`src/rtl/fetch_unit_if.sv`:
```
// Handshake bundle between the fetch stage, instruction memory and decode.
// The fetch unit takes the master view; memory, decode and the PC-select logic take the slave view.
interface fetch_unit_if #(
  parameter int WIDTH = 32
);
  logic             imem_req_valid;
  logic             imem_req_ready;
  logic [WIDTH-1:0] imem_req_addr;
  logic             imem_rsp_valid;
  logic [31:0]      imem_rsp_data;
  logic             id_valid;
  logic             id_ready;
  logic [31:0]      id_instr;
  logic [WIDTH-1:0] id_pc;
  logic [WIDTH-1:0] id_pc_plus4;
  logic [1:0]       pc_src;
  logic [WIDTH-1:0] branch_target;
  logic [WIDTH-1:0] jalr_target;

  modport master (
    output imem_req_valid, imem_req_addr, id_valid, id_instr, id_pc, id_pc_plus4,
    input  imem_req_ready, imem_rsp_valid, imem_rsp_data, id_ready,
           pc_src, branch_target, jalr_target
  );

  modport slave (
    input  imem_req_valid, imem_req_addr, id_valid, id_instr, id_pc, id_pc_plus4,
    output imem_req_ready, imem_rsp_valid, imem_rsp_data, id_ready,
           pc_src, branch_target, jalr_target
  );
endinterface

```
`src/rtl/fetch_unit.sv`:
```
// Instruction-fetch stage: owns the PC, issues credit-limited memory requests,
// buffers returned words in an in-order FIFO and flushes wrong-path work on redirect.
module fetch_unit #(
  parameter int               WIDTH    = 32,
  parameter logic [WIDTH-1:0] RESET_PC = '0,
  parameter int               DEPTH    = 2
) (
  input logic          clk,
  input logic          rst,
  fetch_unit_if.master bus
);

  localparam int CNT_W = $clog2(DEPTH + 2);
  localparam int PTR_W = (DEPTH > 1) ? $clog2(DEPTH) : 1;
  localparam logic [CNT_W-1:0] DEPTH_C = CNT_W'(DEPTH);
  localparam logic [PTR_W-1:0] LAST_PTR = PTR_W'(DEPTH - 1);

  typedef enum logic [1:0] {
    SRC_SEQ     = 2'b00,
    SRC_BRANCH  = 2'b01,
    SRC_JALR    = 2'b10,
    SRC_SEQ_ALT = 2'b11
  } pc_src_e;

  logic [WIDTH-1:0] fetch_pc;
  logic [WIDTH-1:0] rsp_pc;
  logic [WIDTH-1:0] pend_addr;
  logic             pending;
  logic             stale;
  logic [CNT_W-1:0] outstanding;
  logic [CNT_W-1:0] drop_cnt;
  logic [CNT_W-1:0] count;
  logic [PTR_W-1:0] rd_ptr;
  logic [PTR_W-1:0] wr_ptr;
  logic [31:0]      fifo_instr [DEPTH];
  logic [WIDTH-1:0] fifo_pc    [DEPTH];

  pc_src_e          src;
  logic             consume;
  logic             redirect;
  logic [WIDTH-1:0] target_raw;
  logic [WIDTH-1:0] target;
  logic [CNT_W:0]   occupancy;
  logic [CNT_W:0]   credit_limit;
  logic             req_valid;
  logic [WIDTH-1:0] req_addr;
  logic             accept;
  logic             hold_after;
  logic             rsp_fire;
  logic             push;
  logic [CNT_W-1:0] out_next;

  function automatic logic [PTR_W-1:0] next_ptr(input logic [PTR_W-1:0] p);
    return (p == LAST_PTR) ? '0 : p + 1'b1;
  endfunction

  assign src        = pc_src_e'(bus.pc_src);
  assign consume    = (count != '0) && bus.id_ready;
  assign redirect   = consume && ((src == SRC_BRANCH) || (src == SRC_JALR));
  assign target_raw = (src == SRC_JALR) ? bus.jalr_target : bus.branch_target;
  assign target     = {target_raw[WIDTH-1:2], 2'b00};

  // A slot frees up in the same cycle the head is consumed, which keeps 1 instr/cycle flowing.
  assign occupancy    = {1'b0, count} + {1'b0, outstanding};
  assign credit_limit = {1'b0, DEPTH_C} + {{CNT_W{1'b0}}, consume};

  // A request already presented must stay up with its address frozen, even across a redirect.
  assign req_valid  = !rst && (pending || (!redirect && (occupancy < credit_limit)));
  assign req_addr   = pending ? pend_addr : fetch_pc;
  assign accept     = req_valid && bus.imem_req_ready;
  assign hold_after = req_valid && !bus.imem_req_ready;

  assign rsp_fire = bus.imem_rsp_valid && (outstanding != '0);
  assign push     = rsp_fire && (drop_cnt == '0) && !redirect;
  assign out_next = outstanding + CNT_W'(accept) - CNT_W'(rsp_fire);

  assign bus.imem_req_valid = req_valid;
  assign bus.imem_req_addr  = req_addr;
  assign bus.id_valid       = (count != '0);
  assign bus.id_instr       = (count != '0) ? fifo_instr[rd_ptr] : 32'h0;
  assign bus.id_pc          = (count != '0) ? fifo_pc[rd_ptr] : '0;
  assign bus.id_pc_plus4    = bus.id_pc + WIDTH'(4);

  always_ff @(posedge clk) begin
    if (rst) begin
      fetch_pc    <= RESET_PC;
      rsp_pc      <= RESET_PC;
      pend_addr   <= '0;
      pending     <= 1'b0;
      stale       <= 1'b0;
      outstanding <= '0;
      drop_cnt    <= '0;
      count       <= '0;
      rd_ptr      <= '0;
      wr_ptr      <= '0;
      for (int i = 0; i < DEPTH; i++) begin
        fifo_instr[i] <= '0;
        fifo_pc[i]    <= '0;
      end
    end else begin
      pending     <= hold_after;
      outstanding <= out_next;
      if (hold_after)
        pend_addr <= req_addr;

      // A stale request was issued on the old path; once accepted it must not advance fetch_pc.
      if (accept)
        stale <= 1'b0;
      else if (redirect && hold_after)
        stale <= 1'b1;

      if (redirect) begin
        fetch_pc <= target;
        rsp_pc   <= target;
        drop_cnt <= out_next + CNT_W'(hold_after);
        count    <= '0;
        rd_ptr   <= '0;
        wr_ptr   <= '0;
      end else begin
        if (accept && !stale)
          fetch_pc <= fetch_pc + WIDTH'(4);
        if (rsp_fire && (drop_cnt != '0))
          drop_cnt <= drop_cnt - 1'b1;
        if (push) begin
          fifo_instr[wr_ptr] <= bus.imem_rsp_data;
          fifo_pc[wr_ptr]    <= rsp_pc;
          wr_ptr             <= next_ptr(wr_ptr);
          rsp_pc             <= rsp_pc + WIDTH'(4);
        end
        if (consume)
          rd_ptr <= next_ptr(rd_ptr);
        count <= count + CNT_W'(push) - CNT_W'(consume);
      end
    end
  end

  // Credit accounting guarantees room for every kept response.
  always_ff @(posedge clk) begin
    if (!rst)
      assert (!(push && (count == DEPTH_C) && !consume));
  end

endmodule
```
`src/flat_wrapper.sv`:
```
// flat-port wrapper written by rule: the top's interface ports become plain ports
module fetch_unit_flat 
#(
  parameter int               WIDTH    = 32,
  parameter logic [WIDTH-1:0] RESET_PC = '0,
  parameter int               DEPTH    = 2
)
  (clk, rst, bus_imem_req_valid, bus_imem_req_addr, bus_id_valid, bus_id_instr, bus_id_pc, bus_id_pc_plus4, bus_imem_req_ready, bus_imem_rsp_valid, bus_imem_rsp_data, bus_id_ready, bus_pc_src, bus_branch_target, bus_jalr_target);
  fetch_unit_if #(.WIDTH(WIDTH)) bus_i ();
  input logic clk;
  input logic rst;
  output wire logic [$bits(bus_i.imem_req_valid)-1:0] bus_imem_req_valid;
  output wire logic [$bits(bus_i.imem_req_addr)-1:0] bus_imem_req_addr;
  output wire logic [$bits(bus_i.id_valid)-1:0] bus_id_valid;
  output wire logic [$bits(bus_i.id_instr)-1:0] bus_id_instr;
  output wire logic [$bits(bus_i.id_pc)-1:0] bus_id_pc;
  output wire logic [$bits(bus_i.id_pc_plus4)-1:0] bus_id_pc_plus4;
  input wire logic [$bits(bus_i.imem_req_ready)-1:0] bus_imem_req_ready;
  input wire logic [$bits(bus_i.imem_rsp_valid)-1:0] bus_imem_rsp_valid;
  input wire logic [$bits(bus_i.imem_rsp_data)-1:0] bus_imem_rsp_data;
  input wire logic [$bits(bus_i.id_ready)-1:0] bus_id_ready;
  input wire logic [$bits(bus_i.pc_src)-1:0] bus_pc_src;
  input wire logic [$bits(bus_i.branch_target)-1:0] bus_branch_target;
  input wire logic [$bits(bus_i.jalr_target)-1:0] bus_jalr_target;
  assign bus_imem_req_valid = bus_i.imem_req_valid;
  assign bus_imem_req_addr = bus_i.imem_req_addr;
  assign bus_id_valid = bus_i.id_valid;
  assign bus_id_instr = bus_i.id_instr;
  assign bus_id_pc = bus_i.id_pc;
  assign bus_id_pc_plus4 = bus_i.id_pc_plus4;
  assign bus_i.imem_req_ready = bus_imem_req_ready;
  assign bus_i.imem_rsp_valid = bus_imem_rsp_valid;
  assign bus_i.imem_rsp_data = bus_imem_rsp_data;
  assign bus_i.id_ready = bus_id_ready;
  assign bus_i.pc_src = bus_pc_src;
  assign bus_i.branch_target = bus_branch_target;
  assign bus_i.jalr_target = bus_jalr_target;
  fetch_unit #(.WIDTH(WIDTH), .RESET_PC(RESET_PC), .DEPTH(DEPTH)) u_core (.clk(clk), .rst(rst), .bus(bus_i));
endmodule
```
`config.mk`:
```
export PLATFORM = sky130hd
export DESIGN_NAME = fetch_unit_flat
export DESIGN_NICKNAME = d
export VERILOG_FILES = /design/src/rtl/fetch_unit_if.sv /design/src/rtl/fetch_unit.sv /design/src/flat_wrapper.sv
export SDC_FILE = /design/constraint.sdc
export NUM_CORES = 1
export LEC_CHECK = 0
export BUFFER_PORTS_ARGS = -buffer_cell sky130_fd_sc_hd__buf_2
export CELL_PAD_IN_SITES_DETAIL_PLACEMENT = 0
export CELL_PAD_IN_SITES_GLOBAL_PLACEMENT = 2
export CORE_ASPECT_RATIO = 1.5
export CORE_UTILIZATION = 35
export CTS_CLUSTER_DIAMETER = 150
export DETAILED_ROUTE_END_ITERATION = 8
export GPL_ROUTABILITY_DRIVEN = 0
export GPL_TIMING_DRIVEN = 1
export PLACE_DENSITY_LB_ADDON = 0.3
export SETUP_SLACK_MARGIN = 0.05
export SLEW_MARGIN = 30
export SYNTH_ARGS = -nofsm -noshare
export SYNTH_HDL_FRONTEND = slang
export SYNTH_SLANG_ARGS = --single-unit
```
`constraint.sdc`:
```
create_clock -name clk -period 11.6 [get_ports clk]
set_input_delay 0.58 -clock clk [delete_from_list [all_inputs] [get_ports clk]]
set_output_delay 0.58 -clock clk [all_outputs]
set_load 0.1 [all_outputs]
```
Word level (Yosys, flattened, before mapping)
Memories as Yosys holds them, arrays and structs flattened. A register that Yosys moved wholly into a read port is not among the register bits.
Cells that the tools add are included.
{ "classes": {"n_addsub": 13, "n_lt_le_gt_ge": 1, "eq_ne": 2, "mux": 28, "n_reduce_logical": 29} }
{ "op_table": {"columns": ["op", "n"], "rows": [
  ["$mux 32", 10],
  ["$add 32x3->32 const B", 3],
  ["$reduce_or 32->1", 2],
  ["$mux 1", 16],
  ["$logic_and 1x1->1", 12],
  ["$reduce_bool 2->1", 6],
  ["$add 2x1->2", 3],
  ["$logic_not 1->1", 4],
  ["$mux 2", 2],
  ["$reduce_or 2->1", 2],
  ["$sub 2x1->2", 2],
  ["$add 2x1->3 const A", 1],
  ["$add 2x2->3", 1],
  ["$lt 3x3->1", 1],
  ["$add 1x1->1 const B", 2],
  ["$eq 2x1->1 const B", 1],
  ["$eq 2x2->1 const B", 1],
  ["$logic_not 2->1", 1],
  ["$logic_or 1x1->1", 2],
  ["$sub 2x1->2 const B", 1]
]} }
{ "word_totals": {"regBits": 106, "mem_bits_rw": 128, "inputBits": 103, "output_inout_bits": 130, "word_cells": 87, "mem_count": 2} }
{ "mem_list": {"columns": ["memory", "depth", "width", "rd", "rd_ports_with_merged_regs", "wr", "line", "rtl"], "rows": [
  ["u_core.fifo_instr", 2, 32, 1, 1, 2, "fetch_unit.sv:35", "logic [31:0] fifo_instr [DEPTH];"],
  ["u_core.fifo_pc", 2, 32, 1, 1, 2, "fetch_unit.sv:36", "logic [WIDTH-1:0] fifo_pc [DEPTH];"]
]} }

Depth between registers and ports, before layout
Gate-level depths: netlist (run 1).
{ "depth": {"ltp_word": 12, "depth_mapped": 14, "depth_no_buf": 13} }

Worst setup path after synthesis (run 1)
OpenSTA, ideal clock, no wires.
{ "synth_timing": {"path_kind": "flip-flop to output port", "start": "reg with a tool-made name", "end": "out bus_id_pc_plus4[26]", "t_arrival_ns": 5.626, "required_time_ns": 11.020, "path_slack_ns": 5.394, "path_stages_with_launch": 15, "path_buffers": 6, "cell_sequence": "dfxtp_1 buf_6 buf_8 buf_6 buf_6 buf_2 buf_2 mux2i_1 nor2_1 ha_1 a21boi_0 nand4_2 or3_4 nor2_1 xor2_1"} }
{ "synth_lines": {"columns": ["element", "line", "rtl"], "rows": [
  ["end: declaration", "flat_wrapper.sv:17", "output wire logic [$bits(bus_i.id_pc_plus4)-1:0] bus_id_pc_plus4;"]
]} }

==> results of run 1 <==
cell usage after synthesis (all sizes together) (6+ instances only):
library cell	number	area, sq um
or3	6	52.55
nor2	112	420.4
a211oi	11	95.09
nand2	42	157.7
nor3	20	105.1
and4	6	52.55
dfxtp	103	2062
nand4	30	206.5
clkbuf	43	161.4
nor3b	31	232.7
and3	17	108.9
mux2	32	360.4
nand3	37	185.2
mux2i	86	860.8
a21oi	59	295.3
o21ai	18	93.84
buf	31	185.2
xnor2	26	235.2
and2	132	825.8
a21o	57	427.9
inv	27	101.3
ha	11	137.6
edfxtp	124	3724
xor2	46	402.9
nor4	11	87.59
cells in the final DEF, fill, tap and decap left out, drive strengths merged, types with 18 or more instances in the layout:
master,n
buf,236
and2,132
edfxtp,124
nor2,112
dfxtp,103
mux2i,86
a21oi,59
a21o,57
xor2,46
nand2,42
nand3,37
mux2,32
nor3b,31
nand4,30
inv,27
clkbuf,27
xnor2,26
nor3,20
o21ai,18
routing by layer:
| metal | GRT usage | up-vias | wire (um) |
|---|---|---|---|
| met5 | 0 | - | 0 |
| met4 | 0.05398 | 0 | 682 |
| met3 | 0.02332 | 42 | 1293 |
| met2 | 0.3054 | 234 | 14640 |
| met1 | 0.2073 | 4159 | 13070 |
| li1 | - | 4517 | - |
metrics by stage:
stage,utilization,worst slack (ns),instance area [sq um],power (mW),instances
after floorplan,-,5.394,11990,2.441,1169
final,0.4256,6.771,14280,3.539,1795
after CTS,0.4254,6.583,14270,3.582,1794
after global placement,0.3999,7.185,13420,2.730,1751
after global routing,0.4256,6.384,14280,3.700,1795
after detailed placement,0.4000,7.162,13420,2.737,1751
layout make-up:
type	count	area, sq um
fill	3291	19270
multi-input combinational	841	5793
sequential	227	5789
timing repair buffer	236	1211
clock buffer	27	633.1
tap	420	525.5
clock inverter	16	220.2
inverter	27	102.6
antenna	1	2.502
worst max-delay path, stage by stage (launching register included):
cell and delay, ns:
dfxtp_4 0.59, buf_4 0.75, mux2i_1 0.17, nor2_1 0.15
ha_1 0.22, a21boi_0 0.33, nand4_2 0.26, nor3_1 0.38
and3_1 0.23, xor2_1 0.18, buf_2 0.45
worst paths after layout:
check | from | to | slack, ns
hold reg to reg | u_core.pend_addr[0]$_SDFFE_PP0P_ | u_core.pend_addr[0]$_SDFFE_PP0P_ | 0.45
setup reg to reg | u_core.count[1]$_SDFF_PP0_ | u_core.fifo_instr[0][15]$_SDFFCE_PN0P_ | 8.28
hold / removal | bus_imem_rsp_data[24] | u_core.fifo_instr[0][24]$_SDFFCE_PN0P_ | 0.34
setup / recovery | flip-flop | bus_id_pc_plus4[24] | 6.77
logic make-up after synthesis:
group	after synthesis	synth area share
AO/OA/AOI/OAI	177	0.09788
XOR/XNOR	72	0.05328
adder cells (fa/ha/maj)	12	0.01316
buffers and inverters	101	0.03740
flip-flops	227	0.4830
multiplexers	118	0.1020
other	1	0.0003131
AND/OR/NAND/NOR	458	0.2130
report_power, final:
group | internal [mW] | switching (mW) | total (mW)
combinational | 0.304 | 1.34 | 1.65
clock | 0.505 | 0.329 | 0.835
sequential | 0.967 | 0.0910 | 1.06
total | 1.78 | 1.76 | 3.54
sequential cells by signal, indices dropped and copies added, names as in the netlist, named ones only:
name and count:
u_core.fifo_instr 64, u_core.fifo_pc 60, u_core.pend_addr 32, u_core.fetch_pc 30, u_core.rsp_pc 30, u_core.count 2
u_core.drop_cnt 2, u_core.outstanding 2, u_core.pending 1, u_core.rd_ptr 1, u_core.stale 1, u_core.wr_ptr 1
==> metrics, run 1 <==
drt drc 0; fin nets 1,472; RSZ-0062 raised after global routing no; ys flop type edfxtp_1; yosys warns 0; Max-slew headroom 0.3965; critical-path maximum fanout 62; # IOs between 200 and 250; DRT Pass-1 Iters 5; Fin Hold WS roughly 0.34 ns; clk root buf clkbuf_16; clk_lat worst skew 0.53 ns; clock-pin slew on the worst setup and hold paths 0.06 ns; CTS tree yes; Max clock buf depth 3; Synth Register Bits 227; CTS Sinks 227; row count 82; Max VDD drop 0.0001658 V; Synth Cell Area 0.01198 sq mm; worst reg2reg path depth 7; DR vias/cell 4.987; Initial Util 0.3570; # port buffers around 220; worst min path class input pin to flip-flop; clk_skew 0.01784 ns; TritonCTS buffer count 24; first-pass GRT wire length 47,800 um; post-synthesis sequential area ratio 0.4830; worst path arrival time 4.25 ns; Total Wirelength slightly below 30,000 um; vias in the first global route 8,986; antenna violations before repair 1; Final Max Tran Viols 0; Congestion Overflow GR 0; minimum clock period 4.829 ns; # hold bufs at CTS 0; syn avg cell area 10.27 sq um; async set-reset flop share out of synthesis 0; post_cts resized 0; CORE AREA 0.03355 sq mm; Setup TNS 0 ns; Routed Antenna Nets 0; via count 8,952; P per Cell Area 247.8 mW/mm^2; Final setup viols 0; maximum clock frequency around 210 MHz; # H-tree levels 1; critical path launch point type flip-flop; die height approximately 230 um; die width approximately 150 um; Cell variety after synth 64; WS Path Type flip-flop to output port; Synth Instances 1,166; MaxCap Viol Count 0; area grow syn2layout 19.20%; status completed; Leakage 6.100 nW; die area 0.03498 sq mm; share of layout cells above drive strength 1 0.2475; DR WL/cell roughly 17 um; Tcrit/Tclk final 0.4163; hold path cells 2; post-CTS setup buffer count 0; EDFF count, synth between 100 and 150; endpoints failing hold 0; crit end category output port; worst slew pin tran 0.9012 ns; first-iteration detailed-routing DRC count between 300 and 400; WP data required 11.02 ns; largest net degree at the start of global routing 73; Detail Placement HPWL 20,450 um; gr usage total 0.1698
Note: power is estimated with default switching activity, not from simulation.
==> inputs of run 2 (changes only) <==
CORE_UTILIZATION = 32   (was 35)
clock period = 4.1 ns   (was 11.6 ns; I/O delays follow)
==> run 2 against run 1 <==
Effect of this change:
- critical endpoint is now bus_id_pc_plus4[28]
- core utilization shrank 2.3 points
- cell count up 5.8%
- critical path type unchanged
- sequential cell count stayed put
- die area rose by 9.3%
- largest power group unchanged
- total power increased to 2.8 times the previous value
==> metrics, run 2 (same netlist as run 1, synthesis figures left out) <==
status completed; DRT Pass-1 Iters 4; multi-input logic area about 0.0060 sq mm; Tcrit/Tclk final 0.9127; hold path cells 3; clock-pin slew on the worst setup and hold paths 0.06 ns; Largest regs u_core.fifo_instr x64, u_core.fifo_pc x60, u_core.pend_addr x32; final design utilization 0.4030; largest net degree at the start of global routing 69; die height 239.0 um; global routing usage on met2 0.2964; # port buffers about 220; Detail Placement HPWL between 20,000 and 25,000 um; busiest layer in global routing met2; worst slew pin tran 0.8879 ns; most frequent cells in the layout buf_2 (224), and2_1 (131), edfxtp_1 (124); clk_skew between 0.007 and 0.008 ns; hold_sp bus_imem_req_ready; CTS tree yes; antenna violations before repair 0; clk root buf clkbuf_16; endpoints failing hold 0; Congestion Overflow GR 0; die area ~0.038 sq mm; MaxCap Viol Count 0; Hold Path Sink u_core.stale$_SDFFE_PP0P_; worst min path class input pin to flip-flop; met3 Track Usage GR 0.02203; # H-tree levels 1; maximum clock frequency about 270 MHz; Fill cells 3,674; gr usage total 0.1584; Max-slew headroom 0.4055; Setup TNS 0 ns; worst path arrival time around 3.5 ns; RSZ-0062 raised after global routing no; Final Max Tran Viols 0; worst reg2reg path depth 12; setup slack, reg-to-reg 1.37 ns; TritonCTS buffer count 24; GR Util met1 0.1869; Max VDD drop 0.0004072 V; die width roughly 160 um; Sequential Area 0.005791 sq mm; Initial Util 0.3255; DR vias/cell about 4.7; worst r2r src u_core.count[0]$_SDFF_PP0_; Final setup viols 0; vias in the first global route between 8,000 and 9,000; fin nets 1,512; CORE AREA around 0.037 sq mm; # IOs approximately 230; Crit Reg-Reg Endpoint u_core.drop_cnt[1]$_SDFFE_PP0P_; most common cell after layout, fill and taps aside buf_2; Total Wirelength 30,720 um; critical-path maximum fanout between 40 and 50; Max clock buf depth 3; row count 86; crit end category output port; first-iteration detailed-routing DRC count 306; critical path launch point type flip-flop; share of layout cells above drive strength 1 0.2650; WP data required 3.89 ns; first-pass GRT wire length 48,320 um; via count 9,011; CTS Sinks roughly 230; WS Path Type flip-flop to output port; drt drc 0; DR WL/cell 16.18 um; minimum clock period 3.742 ns; P per Cell Area 670.5 mW/mm^2; Top reg by flops u_core.fifo_instr; Leakage 6.272 nW; post-CTS setup buffer count 0; clk_lat worst skew 0.53 ns; max reg flops 64; area grow syn2layout 23.83%; diode count 0; Routed Antenna Nets 0
[run 2: changes by cell type in the layout (fill, tap and decap cells not counted), moves of 2 or more]
cell	change
xnor2_2	+4
nor2_2	+12
xnor2_1	-4
clkbuf_1	+4
dlygate4sd3_1	+33
buf_12	+2
xor2_1	-2
nor2_4	+9
clkinvlp_4	-2
nor2_1	-21
bufinv_16	-4
buf_4	+5
[run 2: layout make-up]
cell class | count | share of cell area
Clock buffer | 31 | 0.04370
Clock inverter | 13 | 0.006749
Inverter | 27 | 0.007086
Multi-Input combinational cell | 841 | 0.4021
Tap cell | 484 | 0.04083
Sequential cell | 227 | 0.3904
Timing Repair Buffer | 276 | 0.1092
[run 2: critical path, cell delays in order, from the launching register on]
cell	delay, ns
dfxtp_4	0.48
buf_4	0.50
mux2i_1	0.17
nor2_2	0.25
nand4_2	0.27
nor3_1	0.40
and4_1	0.34
xor2_4	0.14
buf_2	0.44
[run 2: where the power goes]
group,switching (mW),total (mW),internal [mW]
registers,0.247,2.98,2.74
clock network,0.905,2.09,1.18
logic,3.91,4.87,0.963
total,5.06,9.95,4.88
[run 2: per-layer routing]
metal  vias to the layer above  share of wire
met2                       190           0.51
met3                        32          0.038
met1                      4191           0.43
met4                         0          0.017
li1                       4598              -
met5                         -              0
[run 2: what timing repair did]
action / CTS / global route
endpoints found under the hold margin: 65 / 0
hold buffers: 33 / 0
gates resized for setup: 0 / 0
[run 2: worst max path at each step]
stage                                      to  cells past startpoint
after floorplan           bus_id_pc_plus4[26]                     14
after global placement    bus_id_pc_plus4[28]                      8
after detailed placement  bus_id_pc_plus4[28]                      8
after CTS                 bus_id_pc_plus4[28]                      8
after global routing      bus_id_pc_plus4[28]                      8
final                     bus_id_pc_plus4[28]                      8
[run 2: metrics by stage]
step                      setup slack, ns  hold slack, ns  instance area [sq um]  cells  total power, mW
after floorplan                   -0.4931          0.4032                  12210   1169            7.083
final                              0.3580         0.04912                  14830   1899            9.945
after detailed placement           0.7559          0.4326                  13750   1822            7.938
after global placement             0.7651          0.4273                  13750   1822            7.917
after global routing              0.08748         0.05543                  14830   1899            10.41
after CTS                          0.1861         0.02966                  14830   1899            10.09
